<file path="config.mk">
export PLATFORM = sky130hd
export DESIGN_NAME = credential_sender
export DESIGN_NICKNAME = d
export VERILOG_FILES = /design/src/rtl/credential_sender.sv
export SDC_FILE = /design/constraint.sdc
export NUM_CORES = 1
export LEC_CHECK = 0
export CAP_MARGIN = 15
export CORE_MARGIN = 2
export CORE_UTILIZATION = 35
export DETAILED_ROUTE_END_ITERATION = 16
export HOLD_SLACK_MARGIN = 0.12
export PLACE_DENSITY = 0.64
export SYNTH_ARGS = -nofsm -noshare
export SYNTH_HDL_FRONTEND = slang
export SYNTH_SLANG_ARGS = --single-unit
</file>
<file path="constraint.sdc">
create_clock -name clk -period 4.5 [get_ports clk]
set_clock_uncertainty 0.05 [all_clocks]
set_input_delay 0.9 -clock clk [delete_from_list [all_inputs] [get_ports clk]]
set_output_delay 0.9 -clock clk [all_outputs]
set_load 0.01 [all_outputs]
</file>
<file path="src/rtl/credential_sender.sv">
// credential_sender: plays a latched 4-digit ID and 6-digit password into Authentication, then tracks login/logout.
// Optional macro CRED_SENDER_RETRY_EN: replay the latched credential once after the first login timeout.
module credential_sender #(
  parameter int SETUP_CYC = 2,
  parameter int HOLD_CYC  = 2,
  parameter int ID_PW_GAP = 70,
  parameter int LOGIN_TMO = 64
) (
  input  logic        clk,
  input  logic        rst,
  input  logic        start,
  input  logic [15:0] id_in,
  input  logic [23:0] pswd_in,
  input  logic        logout_req,
  input  logic        LoggedIn,
  input  logic [2:0]  PlayerID_from_pswd,
  output logic [3:0]  UserDigit,
  output logic        UserLoad,
  output logic        logout_from_gamectrl,
  output logic        busy,
  output logic        logged_in,
  output logic [2:0]  player_id,
  output logic        fail
);

  localparam int SLOT_LEN = SETUP_CYC + 1 + HOLD_CYC;
  localparam int SW       = $clog2(SLOT_LEN);
  localparam int GW       = $clog2(ID_PW_GAP + 1);
  localparam int TW       = $clog2(LOGIN_TMO + 1);

  typedef enum logic [2:0] {
    IDLE, ID_SEND, ID_GAP, PW_SEND, WAIT_LOGIN, LOGGED, LOGOUT, FAIL
  } state_t;

  state_t       state;
  logic [15:0]  idShift;
  logic [23:0]  pwShift;
  logic [SW-1:0] slotCnt;
  logic [2:0]   digitIdx;
  logic [GW-1:0] gapCnt;
  logic [TW-1:0] tmoCnt;
  logic         slotLast;

`ifdef CRED_SENDER_RETRY_EN
  // Shift registers are consumed while sending; these copies feed the replay.
  logic [15:0]  idLatch;
  logic [23:0]  pwLatch;
  logic         retried;
`endif

  assign slotLast = (slotCnt == SW'(SLOT_LEN - 1));

  always_ff @(posedge clk or negedge rst) begin
    if (!rst) begin
      state                <= IDLE;
      idShift              <= '0;
      pwShift              <= '0;
      slotCnt              <= '0;
      digitIdx             <= '0;
      gapCnt               <= '0;
      tmoCnt               <= '0;
      UserDigit            <= '0;
      UserLoad             <= 1'b0;
      logout_from_gamectrl <= 1'b0;
      busy                 <= 1'b0;
      logged_in            <= 1'b0;
      player_id            <= '0;
      fail                 <= 1'b0;
`ifdef CRED_SENDER_RETRY_EN
      idLatch              <= '0;
      pwLatch              <= '0;
      retried              <= 1'b0;
`endif
    end else begin
      UserLoad             <= 1'b0;
      logout_from_gamectrl <= 1'b0;
      case (state)
        IDLE, FAIL: begin
          if (start) begin
            idShift   <= id_in;
            pwShift   <= pswd_in;
            slotCnt   <= '0;
            digitIdx  <= '0;
            fail      <= 1'b0;
            player_id <= '0;
            busy      <= 1'b1;
            state     <= ID_SEND;
`ifdef CRED_SENDER_RETRY_EN
            idLatch   <= id_in;
            pwLatch   <= pswd_in;
            retried   <= 1'b0;
`endif
          end
        end

        ID_SEND: begin
          if (slotCnt == '0) UserDigit <= idShift[15:12];
          UserLoad <= (slotCnt == SW'(SETUP_CYC));
          if (slotLast) begin
            slotCnt <= '0;
            idShift <= {idShift[11:0], 4'h0};
            if (digitIdx == 3'd3) begin
              digitIdx <= '0;
              gapCnt   <= '0;
              state    <= ID_GAP;
            end else begin
              digitIdx <= digitIdx + 3'd1;
            end
          end else begin
            slotCnt <= slotCnt + SW'(1);
          end
        end

        ID_GAP: begin
          UserDigit <= '0;
          if (gapCnt == GW'(ID_PW_GAP - 1)) begin
            state <= PW_SEND;
          end else begin
            gapCnt <= gapCnt + GW'(1);
          end
        end

        PW_SEND: begin
          if (slotCnt == '0) UserDigit <= pwShift[23:20];
          UserLoad <= (slotCnt == SW'(SETUP_CYC));
          if (slotLast) begin
            slotCnt <= '0;
            pwShift <= {pwShift[19:0], 4'h0};
            if (digitIdx == 3'd5) begin
              digitIdx <= '0;
              tmoCnt   <= '0;
              state    <= WAIT_LOGIN;
            end else begin
              digitIdx <= digitIdx + 3'd1;
            end
          end else begin
            slotCnt <= slotCnt + SW'(1);
          end
        end

        WAIT_LOGIN: begin
          UserDigit <= '0;
          // LoggedIn takes priority over a coincident timeout.
          if (LoggedIn) begin
            player_id <= PlayerID_from_pswd;
            logged_in <= 1'b1;
            busy      <= 1'b0;
            state     <= LOGGED;
          end else if (tmoCnt == TW'(LOGIN_TMO - 1)) begin
`ifdef CRED_SENDER_RETRY_EN
            if (!retried) begin
              retried  <= 1'b1;
              idShift  <= idLatch;
              pwShift  <= pwLatch;
              slotCnt  <= '0;
              digitIdx <= '0;
              state    <= ID_SEND;
            end else
`endif
            begin
              fail  <= 1'b1;
              busy  <= 1'b0;
              state <= FAIL;
            end
          end else begin
            tmoCnt <= tmoCnt + TW'(1);
          end
        end

        LOGGED: begin
          if (logout_req) begin
            logout_from_gamectrl <= 1'b1;
            logged_in            <= 1'b0;
            busy                 <= 1'b1;
            state                <= LOGOUT;
          end else if (!LoggedIn) begin
            logged_in <= 1'b0;
            state     <= IDLE;
          end
        end

        LOGOUT: begin
          if (!LoggedIn) begin
            busy  <= 1'b0;
            state <= IDLE;
          end
        end

        default: state <= IDLE;
      endcase
    end
  end

endmodule

</file>
==> impl_metrics.csv <==
group,metric,value,unit
critical_path,cp_top_family,"simple AND/OR/NAND/NOR gates",
detailed_routing,remaining_drc_errors,0,
detailed_routing,ant_nets,0,
die,fp.dieW,111,microns
synthesis,synth-main-ff-cell,"dfrtp_1",
final_layout,finish.utilization,43.9,%
timing,fin_crit,2.85,ns
power,vdd_drop_max,0.000222,V
critical_path,crit_path_end_kind,"flop",
clock_network,cts_sinks,75,
synthesis,ys_seq_area_share,46.6,%
clock_network,cts_resized,0,
detailed_routing,wirelength,8680,microns
timing,period_share,63.2,%
detailed_routing,dr.pass1.iters,4,
timing,relSlewSlack,32.0,%
final_layout,final_common_cell,"nand2_1",
global_routing,grt-ovfl-total,0,
place,io_buffers,59,
synthesis,synthArstFlopShare,100,%
power,cellPowerDensity,688,nW/um^2
critical_path,worstPathArrival,3.05,ns
synthesis,synth.distinct_cells,52,
critical_path,path_class,"input pin to flop",
critical_path,slowest_stage,"nor2_2",
die,chipHeight,111,microns
critical_path,cp_num_buf_inv,2,
clock_network,cts-hold-fix-buffers,0,
synthesis,synth_top_area_cell,"dfrtp_1",
die,die_area,12400,sq um
synthesis,synth_edf_count,0,
clock_network,cts.clk_slew.worst_paths,0.06,ns
final_layout,drive_gt1_share,11.2,%
die,initial_core_util,35.6,%
detailed_routing,route.detailed.wl_per_inst,13.7,microns
clock_network,postCtsSetupRepairBufs,0,
final_layout,fillCellCount,1126,
timing,worst_pin_slew,1.02,ns
clock_network,clk_latency,0.33,ns
synthesis,synth_top_area_share,46.6,%
power,leakagePower,0.00222,uW
synthesis,ys_top_cells_by_area,"dfrtp_1 47%, nand2_1 9.5%, mux2_2 7.3%",
die,ios,60,
power,finalPower,3420,uW
global_routing,gr-usage-all-layers,14.8,%
timing,tns,0,ns
global_routing,grt_max_degree,76,
hold_path,hold_class,"flop to flop",
synthesis,syn_area,4030,sq um
synthesis,ys_warn_count,0,
status,outcome,"complete, no violations",
clock_network,htreeDepth,3,
timing,setup_viol,0,
die,core_area,11300,sq um
run,maxCapViolCount,0,
final_layout,num_antenna_cells,0,
synthesis,synth-seq-cells,75,
global_routing,antenna_found_initial,0,
critical_path,required,4.70,ns
final_layout,syn_to_final_growth,23.4,%
die,row_count,39,
timing,fmax,0.351,GHz
timing,hold_ws,0.451,ns
critical_path,crit_path_max_fanout,21,
timing,rsz0062_at_grt,"no",
timing,slew_violations,0,
detailed_routing,dr.first_iter.drc_count,118,
detailed_routing,vias_per_cell,4.92,
timing,hold_viol,0,
place,globalplace.congestion,0.770,
final_layout,fin_nets,546,
clock_network,cts_root_buf,"clkbuf_16",
clock_network,cts_buffers,9,
clock_network,cts_tree,"yes",
synthesis,syn_nets,494,
detailed_routing,num_vias,3109,
global_routing,grt_pass1_wl,15000,microns
final_layout,layout_common_cells,"102 x nand2_1, 75 x dfrtp_1, 58 x clkdlybuf4s50_1, 31 x nor2_1",
critical_path,cp-start-kind,"input pin",
synthesis,synth_area_per_cell,9.26,sq um
critical_path,cpPeakStageDelay,0.79,ns
place,hpwl,6120,microns
synthesis,syn_inst,435,
clock_network,clockBufferDepth,2,
global_routing,grt_pass1_vias,3142,
critical_path,crit_chain,"clkdlybuf4s50_1 -> nand3_1 -> a21oi_1 -> nor2_2 -> buf_4 -> mux2i_1",
==> registers in the layout (all words and copies together), names as in the netlist, 3 cells and up <==
name and cells:
idShift 16, state 3, slotCnt 3, tmoCnt 7, digitIdx 3, UserDigit 4, pwShift 24, gapCnt 7
player_id 3
==> per-layer routing <==
metal / vias to the layer above / track usage [%] / routed length [microns]
met3: 10 / 3.06 / 287
met5: - / 0 / 0
met2: 47 / 24.3 / 4100
li1: 1574 / - / -
met1: 1478 / 19.4 / 4170
met4: 0 / 5.35 / 123
==> cells by family after synthesis <==
family	after synthesis	share of synthesized area [%]
fa+ha+maj	11	3.42
compound gates	80	12.7
flops	75	46.6
mux	35	9.51
buf+inv	45	5.44
xor+xnor	5	1.09
simple gates	184	21.2
==> where the power goes <==
part	total, uW	internal, uW	switching, uW	leakage [uW]
combinational	1530	736	793	0.00117
sequential	1210	965	247	0.000919
clock	677	419	258	0.000130
==> cells in the mapped netlist, types with 2 or more instances <==
master / instances
nand2_1: 102
dfrtp_1: 75
nor2_1: 31
mux2_2: 26
o21ai_0: 26
inv_1: 22
a21oi_1: 17
a31oi_1: 14
nand3_1: 14
ha_1: 11
buf_2: 10
and3_1: 9
mux2i_1: 9
a22o_1: 5
nor3_1: 5
buf_4: 4
clkbuf_1: 4
xor2_1: 4
buf_6: 3
nand4_1: 3
o22ai_1: 3
a21boi_0: 2
and2_0: 2
and2_1: 2
nand2b_1: 2
nor2b_1: 2
nor4b_4: 2
or3_1: 2
==> metrics by stage <==
step	cell area (sq um)	std cells	setup WS, ns
after floorplan	4030	435	2.30
after global placement	4680	618	1.37
after detailed placement	4680	618	1.29
after CTS	4950	631	1.64
after global routing	4970	632	1.44
final	4970	632	1.65
==> final timing paths <==
path / startpoint / to / slack [ns] / cells after the start
min in group asynchronous: rst / gapCnt[6]$_DFFE_PN0P_ / 0.66 / 1
worst max register to register: state[0]$_DFFE_PN0P_ / pwShift[2]$_DFFE_PN0P_ / 1.72 / 6
worst min-delay path: tmoCnt[5]$_DFFE_PN0P_ / tmoCnt[5]$_DFFE_PN0P_ / 0.45 / 1
worst max-delay path: start / pwShift[2]$_DFFE_PN0P_ / 1.65 / 6
max in group asynchronous: rst / tmoCnt[5]$_DFFE_PN0P_ / 3.12 / 1
worst min register to register: tmoCnt[5]$_DFFE_PN0P_ / tmoCnt[5]$_DFFE_PN0P_ / 0.45 / 1
==> final cells by class <==
type,instances,area [sq um],share of cell area (%)
tap,143,179,3.60
inverter,23,86.3,1.74
sequential,75,1880,37.8
timing repair buffer,63,626,12.6
multi-input combinational,315,1930,38.8
clock buffer,10,229,4.61
clock inverter,3,42.5,0.856
Power figures use the tool's default switching activity.
